`src/rtl/alu_rr_scheduler.sv`:
```
// alu_rr_scheduler: round-robin front end that shares one simple_alu among
// NUM_REQ requesters. One operation is in flight at a time:
//   IDLE (grant) -> ISSUE (alu_start) -> WAIT (RESULT_LAT edges) -> RESP.
// Optional build macro ALU_SCHED_DIVZERO_GUARD_EN: DIV/MOD by zero bypasses
// the ALU and answers all-ones with rsp_err=1.
// Opcode encoding: 0 ADD, 1 SUB, 2 MUL, 3 DIV, 4 MOD, 5 AND, 6 ACC, 7 MAC.
module alu_rr_scheduler #(
  parameter int NUM_REQ    = 4,
  parameter int DATA_W     = 32,
  parameter int RESULT_LAT = 2
) (
  input  logic                       clock,
  input  logic                       reset_n,
  input  logic [NUM_REQ-1:0]         req_valid,
  output logic [NUM_REQ-1:0]         req_ready,
  input  logic [NUM_REQ*DATA_W-1:0]  req_a,
  input  logic [NUM_REQ*DATA_W-1:0]  req_b,
  input  logic [NUM_REQ*3-1:0]       req_op,
  output logic                       rsp_valid,
  input  logic                       rsp_ready,
  output logic [DATA_W-1:0]          rsp_data,
  output logic [$clog2(NUM_REQ)-1:0] rsp_id,
  output logic                       alu_start,
  output logic [DATA_W-1:0]          alu_a,
  output logic [DATA_W-1:0]          alu_b,
  output logic [2:0]                 alu_mode,
  input  logic [DATA_W-1:0]          alu_c,
`ifdef ALU_SCHED_DIVZERO_GUARD_EN
  output logic                       rsp_err,
`endif
  output logic                       busy
);

  localparam int IDW   = $clog2(NUM_REQ);
  localparam int CNT_W = $clog2(RESULT_LAT);
  localparam logic [2:0] OP_DIV = 3'd3;
  localparam logic [2:0] OP_MOD = 3'd4;

  typedef enum logic [1:0] {IDLE, ISSUE, WAIT, RESP} state_t;

  state_t                         state_q, state_d;
  logic [IDW-1:0]                 ptr_q, ptr_d, id_q, id_d;
  logic [DATA_W-1:0]              a_q, a_d, b_q, b_d;
  logic [2:0]                     op_q, op_d;
  logic [DATA_W-1:0]              alu_a_q, alu_a_d, alu_b_q, alu_b_d;
  logic [2:0]                     alu_mode_q, alu_mode_d;
  logic [CNT_W-1:0]               cnt_q, cnt_d;
  logic [DATA_W-1:0]              rsp_data_q, rsp_data_d;
`ifdef ALU_SCHED_DIVZERO_GUARD_EN
  logic                           err_q, err_d;
  logic                           div0;
`endif

  logic [NUM_REQ-1:0][DATA_W-1:0] a_arr, b_arr;
  logic [NUM_REQ-1:0][2:0]        op_arr;
  logic                           gnt_any;
  logic [IDW-1:0]                 gnt_idx, scan_idx;

  assign a_arr  = req_a;
  assign b_arr  = req_b;
  assign op_arr = req_op;

  // Rotating priority: first valid requester at or after ptr_q, with wrap.
  always_comb begin
    gnt_any  = 1'b0;
    gnt_idx  = '0;
    scan_idx = '0;
    for (int k = 0; k < NUM_REQ; k++) begin
      scan_idx = IDW'((int'(ptr_q) + k) % NUM_REQ);
      if (!gnt_any && req_valid[scan_idx]) begin
        gnt_any = 1'b1;
        gnt_idx = scan_idx;
      end
    end
  end

`ifdef ALU_SCHED_DIVZERO_GUARD_EN
  assign div0 = ((op_arr[gnt_idx] == OP_DIV) || (op_arr[gnt_idx] == OP_MOD)) &&
                (b_arr[gnt_idx] == '0);
`endif

  // Next-state and handshake logic; every register holds unless its state acts on it.
  always_comb begin
    state_d    = state_q;
    ptr_d      = ptr_q;
    id_d       = id_q;
    a_d        = a_q;
    b_d        = b_q;
    op_d       = op_q;
    alu_a_d    = alu_a_q;
    alu_b_d    = alu_b_q;
    alu_mode_d = alu_mode_q;
    cnt_d      = cnt_q;
    rsp_data_d = rsp_data_q;
`ifdef ALU_SCHED_DIVZERO_GUARD_EN
    err_d      = err_q;
`endif
    req_ready  = '0;
    case (state_q)
      IDLE: begin
        if (gnt_any) begin
          req_ready[gnt_idx] = 1'b1;
          a_d     = a_arr[gnt_idx];
          b_d     = b_arr[gnt_idx];
          op_d    = op_arr[gnt_idx];
          id_d    = gnt_idx;
          ptr_d   = (int'(gnt_idx) == NUM_REQ - 1) ? '0 : gnt_idx + 1'b1;
          state_d = ISSUE;
`ifdef ALU_SCHED_DIVZERO_GUARD_EN
          // Division by zero never reaches the ALU.
          if (div0) begin
            rsp_data_d = '1;
            err_d      = 1'b1;
            state_d    = RESP;
          end
`endif
        end
      end
      ISSUE: begin
        // Operands stay on the ALU bus until the next ISSUE.
        alu_a_d    = a_q;
        alu_b_d    = b_q;
        alu_mode_d = op_q;
        cnt_d      = CNT_W'(RESULT_LAT - 1);
        state_d    = WAIT;
      end
      WAIT: begin
        if (cnt_q == '0) begin
          rsp_data_d = alu_c;
`ifdef ALU_SCHED_DIVZERO_GUARD_EN
          err_d      = 1'b0;
`endif
          state_d    = RESP;
        end else begin
          cnt_d = cnt_q - 1'b1;
        end
      end
      RESP: begin
        if (rsp_ready) state_d = IDLE;
      end
      default: state_d = IDLE;
    endcase
  end

  // State and datapath registers; reset drops any in-flight operation.
  always_ff @(posedge clock or negedge reset_n) begin
    if (!reset_n) begin
      state_q    <= IDLE;
      ptr_q      <= '0;
      id_q       <= '0;
      a_q        <= '0;
      b_q        <= '0;
      op_q       <= '0;
      alu_a_q    <= '0;
      alu_b_q    <= '0;
      alu_mode_q <= '0;
      cnt_q      <= '0;
      rsp_data_q <= '0;
`ifdef ALU_SCHED_DIVZERO_GUARD_EN
      err_q      <= 1'b0;
`endif
    end else begin
      state_q    <= state_d;
      ptr_q      <= ptr_d;
      id_q       <= id_d;
      a_q        <= a_d;
      b_q        <= b_d;
      op_q       <= op_d;
      alu_a_q    <= alu_a_d;
      alu_b_q    <= alu_b_d;
      alu_mode_q <= alu_mode_d;
      cnt_q      <= cnt_d;
      rsp_data_q <= rsp_data_d;
`ifdef ALU_SCHED_DIVZERO_GUARD_EN
      err_q      <= err_d;
`endif
    end
  end

  // During ISSUE the bus shows the fresh operands; afterwards the held copy.
  assign alu_start = (state_q == ISSUE);
  assign alu_a     = alu_start ? a_q  : alu_a_q;
  assign alu_b     = alu_start ? b_q  : alu_b_q;
  assign alu_mode  = alu_start ? op_q : alu_mode_q;
  assign rsp_valid = (state_q == RESP);
  assign rsp_data  = rsp_data_q;
  assign rsp_id    = id_q;
  assign busy      = (state_q != IDLE);
`ifdef ALU_SCHED_DIVZERO_GUARD_EN
  assign rsp_err   = err_q;
`endif

endmodule

```
`config.mk`:
```
export PLATFORM = sky130hd
export DESIGN_NAME = alu_rr_scheduler
export DESIGN_NICKNAME = d
export VERILOG_FILES = /design/src/rtl/alu_rr_scheduler.sv
export SDC_FILE = /design/constraint.sdc
export NUM_CORES = 1
export LEC_CHECK = 0
export ABC_CLOCK_PERIOD_IN_PS = 2450
export CAP_MARGIN = 25
export CORE_MARGIN = 3
export CORE_UTILIZATION = 35
export DETAILED_ROUTE_END_ITERATION = 12
export PLACE_DENSITY = 0.8
export SLEW_MARGIN = 5
export SYNTH_ARGS = -nofsm -noshare
export SYNTH_HDL_FRONTEND = slang
export SYNTH_SLANG_ARGS = --single-unit
```
`constraint.sdc`:
```
create_clock -name clock -period 2.45 [get_ports clock]
set_input_delay 0.6125 -clock clock [delete_from_list [all_inputs] [get_ports clock]]
set_output_delay 0.6125 -clock clock [all_outputs]
set_load 0.01 [all_outputs]
```
## After elaboration in Yosys (flattened, before gate mapping)

Index checks and enable logic that the tools add are counted.
W data, S select, Z words.

| cells by class | value |
|---|---|
| add/subtract/negate cells | 5 |
| magnitude comparators | 6 |
| equal/unequal tests | 7 |
| multiplexer cells | 36 |
| bitwise logic cells | 1 |
| reduce and logical (&&, ||, !) cells | 13 |

Operators by type and width:

| operator | count |
|---|---|
| $bmux W32 S2 | 2 |
| $mux W32 | 4 |
| $mux W2 | 8 |
| $lt A2 B3 Y1 const B | 5 |
| $mux W1 | 10 |
| $bmux W1 S2 | 4 |
| $mux W4 | 2 |
| $pmux W2 S4 | 1 |
| $bmux W3 S2 | 1 |
| $mux W3 | 2 |
| $add A2 B1 Y2 const B | 2 |
| $add A2 B2 Y2 const B | 2 |
| $eq A2 B1 Y1 const B | 2 |
| $eq A2 B2 Y1 const B | 2 |
| $logic_and A1 B1 Y1 | 4 |
| $ne A2 B2 Y1 const B | 2 |
| $reduce_and A2 Y1 | 2 |
| $reduce_bool A2 Y1 | 2 |
| $logic_not A1 Y1 | 3 |
| $reduce_and A3 Y1 | 1 |
| $demux W1 S2 | 1 |
| $ge A2 B1 Y1 const B | 1 |
| $logic_not A2 Y1 | 1 |
| $ne A2 B1 Y1 const B | 1 |
| 3 further kinds | 3 |

| storage, ports and cells | value |
|---|---|
| register bits | 173 |
| input bits | 307 |
| output and inout bits | 108 |
| word-level logic and storage cells | 79 |

## Longest topological paths before layout

Gate-level depths: netlist (run 1).

| logic depth | value |
|---|---|
| word-level depth | 18 |
| depth in mapped cells | 9 |

## Least setup slack after synthesis (run 1)

Ideal clock, no wire load.

| timing path | value |
|---|---|
| kind | reg2out |
| start | register state_q[1] |
| end | output port alu_a[0] |
| arrival | 1,822 ps |
| required time | 1,837 ps |
| setup slack | 15 ps |
| stages on the path, launching flop included | 6 |
| path through | dfrtp_1 > inv_1 > ha_1 > clkbuf_1 > clkbuf_1 > mux2_2 |

| on the way | value |
|---|---|
| cells in the longest elaborated chain, start to end | 2 |

RTL lines:

| what | line | RTL |
|---|---|---|
| start, declared | 41 | `state_t state_q, state_d;` |
| start signal, assigned | 163 | `state_q <= state_d;` |
| $eq A2 B1 Y1 | 181 | `assign alu_start = (state_q == ISSUE);` |
| net alu_start | 23 | `output logic alu_start,` |
| $mux W32 | 182 | `assign alu_a = alu_start ? a_q : alu_a_q;` |
| end, declared | 24 | `output logic [DATA_W-1:0] alu_a,` |

The timed path passes the listed nets, and every way through them passes these cells.

## Worst setup path after layout (run 1)

| timing path | value |
|---|---|
| start | register state_q[0] |
| end | output port alu_a[0] |

| on the way | value |
|---|---|
| cells in the longest elaborated chain, start to end | 2 |

RTL lines:

| what | line |
|---|---|
| $eq A2 B1 Y1 | 181 |
| $mux W32 | 182 |

No other way between the ends.

==> flow_metrics.py, run 1 <==
metrics = {
    "drt": {
        "wire_per_inst_um": 20.78,
        "drcViolationCount": 0,
        "detail_route.first_pass.iterations": 4,
        "aggregate_routed_wire_length_um": 31070,
        "route.antenna.remaining_nets": 0,
        "viasPerCell": 5.095,
        "drt_iter0_drc": 325,
        "route.vias.total": 7617,
    },
    "global_route": {
        "first_pass_grt_wire_length_um": 45660,
        "grt_pass1_vias": 8000,
        "grt.total_usage_pct": 22.00,
        "grt_overflow_total": 0,
        "antenna_found_initial": 0,
        "grt_max_degree": 71,
    },
    "worst_setup_path": {
        "critical_path.max_stage_delay_ps": 400,
        "path_common_cell": "sky130_fd_sc_hd__buf_6",
        "worst_path_max_delay_cell": "sky130_fd_sc_hd__dfrtp_1",
        "worstPathRequired_ps": 1840,
        "cells_traversed_along_the_worst_timing_path": "buf_6 > ha_4 > buf_12 > clkbuf_16 > mux2_4 > buf_6",
        "timing.setup.critical_path_class": "reg -> out",
        "regToRegSetupSlack_ps": 200,
        "worstSetupStartpointType": "flip-flop",
        "worst-path-max-fanout": 7,
        "endpoint_kind_of_the_worst_setup_timing_path": "output port",
        "critical_path_arrival_ps": 1870,
    },
    "run_status": {
        "violations": "setup timing",
        "outcome": "complete, but fails checks",
    },
    "placed_design": {
        "dp.cells": 1430,
        "port-buffer-count": 414,
        "place_area_um2": 13390,
        "pre_cts_setup_slack_ps": -770.9,
        "dp_hpwl_um": 21020,
        "gp_congestion": 0.8365,
    },
    "floorplanning": {
        "coreArea_um2": 24530,
        "fp-row-count": 57,
        "start_util_pct": 35.90,
        "fp.dieH_um": 164.6,
        "die_w_um": 164.6,
        "fp.dieArea_um2": 27100,
        "io-pin-count": 415,
    },
    "cells_and_area": {
        "insertedDiodeCount": 0,
        "finalNetCount": 1471,
        "most_common_cell_after_layout_fill_and_taps_aside": "sky130_fd_sc_hd__clkdlybuf4s50_1",
        "utilization_pct": 60.09,
        "layoutNonFillerInstCount": 1495,
        "area_growth_pct": 67.38,
        "most_used_cells_in_the_layout_excluding_fill_and_tap_cells": "sky130_fd_sc_hd__clkdlybuf4s50_1 (335), sky130_fd_sc_hd__dfrtp_1 (173), sky130_fd_sc_hd__buf_6 (75)",
        "drive_above_1_share_pct": 28.44,
        "design_area_um2": 14740,
    },
    "clock_tree": {
        "clock_latency_ps": 420,
        "cts-htree-levels": 4,
        "hold_fix_buffers_cts": 0,
        "clock_sink_count": 173,
        "cts_tree": "built",
        "cts.clk_slew.worst_paths_ps": 70,
        "cts-root-to-sink-buffers": 2,
        "cts_made_buffers": 17,
        "clock_root_buffer": "sky130_fd_sc_hd__clkbuf_16",
    },
    "sta": {
        "finClkSkew_ps": 13.89,
        "final.min_clock_period_ps": 2483,
        "final-setup-viol-count": 21,
        "hold_viol": 0,
        "peak_freq_mhz": 402.7,
        "tightestPinTransition_ps": 870.3,
        "timing.max_slew.rel_slack_pct": 41.98,
        "grt_setup_unrepaired": "yes",
        "timing.final.crit_share_pct": 101.4,
        "slew_violations": 0,
        "setup_slack_ps": -33.23,
    },
    "synth": {
        "synth_seq_cells": 173,
        "synth_cell_types": 33,
        "synth_area_um2": 8807,
        "synth.yosys.warnings": 0,
        "syn-instance-count": 718,
        "syn_area_cell_um2": 12.27,
        "seq_area_frac_synth_pct": 49.15,
        "synth.net_count": 1030,
    },
    "pwr": {
        "power_per_cell_area_nw_per_um2": 1258,
        "power_mw": 18.55,
        "vdd_drop_max_uv": 653.7,
        "total_leakage_power_nw": 6.186,
    },
    "worst_hold_path": {
        "min-delay-path-class": "in -> async",
    },
    "run": {
        "cap_viol_max_count": 0,
    },
}
==> path summary, 6_finish.rpt <==
path	from	to	cells after the start
worst min-delay path	reset_n	alu_a_q[11]	1
worst max register to register	state_q[0]	op_q[2]	8
worst min register to register	rsp_id[0]	rsp_id[0]	2
min in group clock	rsp_id[0]	rsp_id[0]	2
worst max-delay path	state_q[0]	alu_a[0]	6
max in group asynchronous	reset_n	state_q[0]	2
==> synth_stat cells <==
master | number | area share [%]
sky130_fd_sc_hd__a221oi_2 | 31 | 5.3
sky130_fd_sc_hd__buf_4 | 7 | 0.60
sky130_fd_sc_hd__buf_1 | 6 | 0.26
sky130_fd_sc_hd__or2_4 | 1 | 0.099
sky130_fd_sc_hd__a21o_1 | 2 | 0.17
sky130_fd_sc_hd__o21ai_0 | 2 | 0.11
sky130_fd_sc_hd__nor2_2 | 1 | 0.071
sky130_fd_sc_hd__buf_8 | 3 | 0.51
sky130_fd_sc_hd__ha_1 | 5 | 0.71
sky130_fd_sc_hd__nand2_2 | 1 | 0.071
sky130_fd_sc_hd__or2b_1 | 1 | 0.085
sky130_fd_sc_hd__nand3_2 | 1 | 0.11
sky130_fd_sc_hd__and2_1 | 70 | 5.0
sky130_fd_sc_hd__nor3_1 | 1 | 0.057
sky130_fd_sc_hd__a21oi_1 | 2 | 0.11
sky130_fd_sc_hd__o32a_1 | 1 | 0.11
sky130_fd_sc_hd__nand2b_1 | 2 | 0.14
sky130_fd_sc_hd__nor4_2 | 1 | 0.14
sky130_fd_sc_hd__nand2_1 | 6 | 0.26
sky130_fd_sc_hd__a211oi_2 | 5 | 0.71
sky130_fd_sc_hd__buf_6 | 10 | 1.3
sky130_fd_sc_hd__nor2b_1 | 3 | 0.21
sky130_fd_sc_hd__nor2_1 | 70 | 3.0
sky130_fd_sc_hd__clkbuf_1 | 25 | 1.1
sky130_fd_sc_hd__mux2i_1 | 68 | 7.7
sky130_fd_sc_hd__mux2_2 | 100 | 13
sky130_fd_sc_hd__nor3_2 | 1 | 0.11
sky130_fd_sc_hd__inv_1 | 7 | 0.30
sky130_fd_sc_hd__dfrtp_1 | 173 | 49
sky130_fd_sc_hd__buf_2 | 11 | 0.63
sky130_fd_sc_hd__a211oi_1 | 62 | 5.3
sky130_fd_sc_hd__a221oi_1 | 38 | 3.8
sky130_fd_sc_hd__o21ai_2 | 1 | 0.099
==> through the flow <==
step	TNS, ps	hold WS, ps
finish	-146.3	94.81
global route	-4619	97.64
CTS	-4403	94.89
detailed placement	-39100	475.3
global placement	-34370	463.0
floorplan	0	316.9
==> cell families (layout without fill, tap and decap cells) <==
family	count (synthesis)	after routing	synth area share [%]
compound gates	144	144	15.67
fa+ha+maj	5	5	0.7103
simple gates	159	159	9.320
buf+inv	69	522	4.631
flops	173	173	49.15
mux	168	168	20.51
==> metal layers <==
layer | part of all wire [%] | vias to the layer above | track usage (%) | routed length [um]
li1 | - | 3541 | - | -
met1 | 39 | 3728 | 26.27 | 12090
met2 | 52 | 306 | 39.17 | 16020
met3 | 7.2 | 42 | 5.393 | 2234
met4 | 2.3 | 0 | 6.519 | 720
met5 | 0 | - | 0 | 0
==> report_power, final <==
group / internal [mW] / total [mW] / switching, mW / leakage, nW
Combinational: 6.10 / 11.1 / 4.97 / 3.98
Sequential: 4.34 / 4.97 / 0.633 / 1.96
Clock: 1.32 / 2.51 / 1.19 / 0.251
Total: 11.8 / 18.5 / 6.79 / 6.19
==> critical path, delay by kind of cell (launching register included) <==
| family | cells | cell delay, ps |
|---|---|---|
| adder cells (fa/ha/maj) | 1 | 170 |
| buffers and inverters | 4 | 570 |
| flip-flops | 1 | 400 |
| multiplexers | 1 | 320 |
==> what timing repair did <==
item / 4_1_cts / 5_1_grt
endpoints found under the setup margin: 139 / 140
resized for setup: 427 / 69
buffers inserted: 23 / 9
pin swaps: 9 / 10
gates cloned: 9 / 1
==> sequential cells by signal, indices dropped and copies added, names as in the netlist <==
name,count
op_q,3
rsp_data,32
alu_a_q,32
rsp_id,2
b_q,32
a_q,32
alu_b_q,32
state_q,2
ptr_q,2
alu_mode_q,3
cnt_q,1
==> area by class of cell <==
class | instances | area [um^2]
clock buffer | 19 | 432.9
clock inverter | 12 | 105.1
fill | 2033 | 9792
inverter | 7 | 31.28
multi-input combinational | 476 | 4403
sequential | 173 | 4329
tap | 324 | 405.4
timing repair buffer | 484 | 5035
(Power assumes the default switching activity.)
==> run 2, diff against run 1 <==
--- a/config.mk
+++ b/config.mk
@@ -5,12 +5,13 @@
 export SDC_FILE = /design/constraint.sdc
 export NUM_CORES = 1
 export LEC_CHECK = 0
+export ABC_AREA = 1
 export ABC_CLOCK_PERIOD_IN_PS = 2450
 export CAP_MARGIN = 25
 export CORE_MARGIN = 3
 export CORE_UTILIZATION = 35
 export DETAILED_ROUTE_END_ITERATION = 12
-export PLACE_DENSITY = 0.8
+export PLACE_DENSITY = 0.77
 export SLEW_MARGIN = 5
 export SYNTH_ARGS = -nofsm -noshare
 export SYNTH_HDL_FRONTEND = slang
==> flow_metrics.py, run 2 <==
metrics = {
    "pwr": {
        "power_report.internal_total_mw": 14.39,
        "power.switching_fraction_pct": 44.93,
        "power_frac_seq_pct": 19.1,
        "clkPwrFrac_pct": 11.1,
        "p_sw_mw": 11.74,
        "total_leakage_power_nw": 8.975,
        "vdd_drop_max_uv": 1410,
        "power_per_cell_area_nw_per_um2": 1563,
        "power.share.combinational_pct": 69.8,
    },
    "synth": {
        "synth_area_um2": 10180,
        "netlist.top_cell.by_area": "sky130_fd_sc_hd__dfrtp_1",
        "synth_common_cells": "sky130_fd_sc_hd__nand2_1 (449), sky130_fd_sc_hd__inv_1 (283), sky130_fd_sc_hd__nand3_1 (273)",
        "synth_seq_cells": 173,
        "ys_top_cells_by_area": "sky130_fd_sc_hd__dfrtp_1 (43%), sky130_fd_sc_hd__nand2_1 (17%), sky130_fd_sc_hd__nand3_1 (13%)",
        "syn_area_cell_um2": 7.314,
        "synth_cell_types": 23,
        "synth_top_area_share_pct": 42.52,
        "seq_area_frac_synth_pct": 42.52,
        "synth.net_count": 1704,
        "synth_enable_flop_cells": 0,
        "synth.most_common_cell": "sky130_fd_sc_hd__nand2_1",
        "syn-instance-count": 1392,
        "synth.yosys.warnings": 0,
        "ys_dominant_reg_cell": "sky130_fd_sc_hd__dfrtp_1",
        "synth_async_sr_flop_share_pct": 100.0,
    },
    "clock_tree": {
        "clock_latency_ps": 430,
        "clock_sink_count": 173,
        "hold_fix_buffers_cts": 0,
        "cts-root-to-sink-buffers": 2,
        "cts-htree-levels": 4,
        "clock_root_buffer": "sky130_fd_sc_hd__clkbuf_16",
        "cts_tree": "built",
        "cts_made_buffers": 17,
        "cts.clk_slew.worst_paths_ps": 80,
    },
    "floorplanning": {
        "die_w_um": 176.6,
        "io-pin-count": 415,
        "fp.dieH_um": 176.6,
        "coreArea_um2": 28240,
        "start_util_pct": 36.05,
        "fp.dieArea_um2": 31170,
        "fp-row-count": 61,
    },
    "global_route": {
        "grt_pass1_vias": 10510,
        "grt_max_degree": 93,
        "grt_overflow_total": 0,
        "first_pass_grt_wire_length_um": 55340,
        "grt.total_usage_pct": 22.02,
        "antenna_found_initial": 0,
    },
    "placed_design": {
        "dp.cells": 2146,
        "pre_cts_setup_slack_ps": -915.3,
        "dp_hpwl_um": 24600,
        "gp_congestion": 0.8767,
        "place_area_um2": 14890,
        "port-buffer-count": 414,
    },
    "cells_and_area": {
        "most_used_cells_in_the_layout_excluding_fill_and_tap_cells": "sky130_fd_sc_hd__nand2_1 (431), sky130_fd_sc_hd__clkdlybuf4s50_1 (336), sky130_fd_sc_hd__inv_1 (275)",
        "insertedDiodeCount": 0,
        "design_area_um2": 16720,
        "most_common_cell_after_layout_fill_and_taps_aside": "sky130_fd_sc_hd__nand2_1",
        "utilization_pct": 59.20,
        "layoutNonFillerInstCount": 2244,
        "drive_above_1_share_pct": 19.56,
        "area_growth_pct": 64.21,
        "finalNetCount": 2165,
    },
    "worst_setup_path": {
        "worstPathRequired_ps": 1840,
        "worstReg2RegEnd": "b_q[6]",
        "worst-r2r-cell-count": 15,
        "endpoint_kind_of_the_worst_setup_timing_path": "output port",
        "critical_path.reg2reg.startpoint": "ptr_q[0]",
        "regToRegSetupSlack_ps": -10,
        "worstSetupStartpointType": "flip-flop",
        "critical_path_arrival_ps": 2170,
        "timing.setup.critical_path_class": "reg -> out",
        "worst-path-max-fanout": 6,
    },
    "sta": {
        "hold_viol": 0,
        "setup_slack_ps": -329.2,
        "timing.max_slew.rel_slack_pct": 51.18,
        "final-setup-viol-count": 54,
        "final.min_clock_period_ps": 2779,
        "timing.final.crit_share_pct": 113.4,
        "slew_violations": 0,
        "grt_setup_unrepaired": "yes",
        "tightestPinTransition_ps": 732.2,
        "finClkSkew_ps": 18.84,
        "peak_freq_mhz": 359.8,
    },
    "drt": {
        "drcViolationCount": 0,
        "detail_route.first_pass.iterations": 5,
        "route.vias.total": 10550,
        "aggregate_routed_wire_length_um": 35920,
        "viasPerCell": 4.703,
        "route.antenna.remaining_nets": 0,
        "wire_per_inst_um": 16.01,
        "drt_iter0_drc": 622,
    },
    "worst_hold_path": {
        "min-delay-path-class": "in -> async",
    },
    "run_status": {
        "violations": "setup timing",
        "outcome": "complete, but fails checks",
    },
    "run": {
        "cap_viol_max_count": 0,
    },
}
==> run 2: changes by cell type after synthesis, moves of 68 or more <==
cell,before,now
sky130_fd_sc_hd__and2_1,70,0
sky130_fd_sc_hd__inv_1,7,283
sky130_fd_sc_hd__mux2i_1,68,0
sky130_fd_sc_hd__nand2_1,6,449
sky130_fd_sc_hd__nand3_1,0,273
==> run 2: routing by layer <==
| metal | GRT usage, % | part of all wire, % | vias to the layer above |
|---|---|---|---|
| li1 | - | - | 5160 |
| met1 | 27.83 | 41 | 4963 |
| met2 | 38.92 | 51 | 373 |
| met3 | 3.871 | 5.6 | 58 |
| met4 | 5.794 | 2.3 | 0 |
| met5 | 0 | 0 | - |
==> run 2: area by class of cell <==
cell class | count | area [um^2]
Multi-Input combinational cell | 852 | 4785
Timing Repair Buffer | 523 | 5424
Clock inverter | 15 | 198.9
Clock buffer | 17 | 425.4
Sequential cell | 173 | 4332
Tap cell | 378 | 473.0
Fill cell | 2429 | 11520
Inverter | 286 | 1081
==> run 2: kinds of logic (layout without fill, tap and decap cells) <==
family	count (synthesis)	after routing	synth area share, %
AO/OA/AOI/OAI	8	8	0.4178
adder cells (fa/ha/maj)	5	5	0.6145
buffers and inverters	367	841	14.40
flip-flops	173	173	42.52
multiplexers	99	99	10.95
AND/OR/NAND/NOR	740	740	31.09
==> run 2: repair_timing <==
| item | CTS | global route |
|---|---|---|
| buffers inserted | 45 | 25 |
| setup endpoints to repair | 140 | 137 |
| gates resized for setup | 463 | 88 |
| gates cloned | 7 | 1 |
| pin swaps | 11 | 8 |
==> run 2: critical path, cell delays in order (launching register included) <==
cell and delay (ps):
sky130_fd_sc_hd__dfrtp_2 470, sky130_fd_sc_hd__buf_6 160, sky130_fd_sc_hd__nand2_2 50, sky130_fd_sc_hd__nand2_1 60
sky130_fd_sc_hd__nand2_2 90, sky130_fd_sc_hd__nand2_2 60, sky130_fd_sc_hd__nor2_4 150, sky130_fd_sc_hd__nand4_1 200
sky130_fd_sc_hd__nand3_4 150, sky130_fd_sc_hd__ha_4 130, sky130_fd_sc_hd__inv_2 40, sky130_fd_sc_hd__nor2_4 80
sky130_fd_sc_hd__buf_6 110
==> run 2: worst max path at each step <==
stage | start | to | slack (ps) | cells past startpoint
finish | ptr_q[0] | req_ready[3] | -330 | 12
global route | ptr_q[0] | req_ready[0] | -450 | 14
CTS | ptr_q[0] | req_ready[2] | -310 | 11
detailed placement | req_valid[2] | req_ready[2] | -920 | 13
global placement | req_valid[2] | req_ready[2] | -870 | 13
floorplan | state_q[1] | alu_a[0] | 20 | 5
==> run 2: power by group through the flow <==
| stage | registers (mW) | logic [mW] | clock network (mW) |
|---|---|---|---|
| 2_1_floorplan | 4.91 | 9.66 | 0 |
| 3_3_place_gp | 4.86 | 15.2 | 0 |
| 3_5_place_dp | 4.94 | 15.4 | 0 |
| 4_1_cts | 4.94 | 17.5 | 2.99 |
| 5_1_grt | 5.14 | 20.1 | 3.09 |
| 6_report | 4.98 | 18.2 | 2.91 |
==> run 2: through the flow <==
| stage | TNS [ps] | total power [mW] | hold slack (ps) |
|---|---|---|---|
| 6_report | -4291 | 26.14 | 54.10 |
| 2_1_floorplan | 0 | 14.56 | 316.9 |
| 3_3_place_gp | -39700 | 20.07 | 456.3 |
| 4_1_cts | -7830 | 25.40 | 50.52 |
| 5_1_grt | -16480 | 28.30 | 54.83 |
| 3_5_place_dp | -42580 | 20.39 | 459.7 |
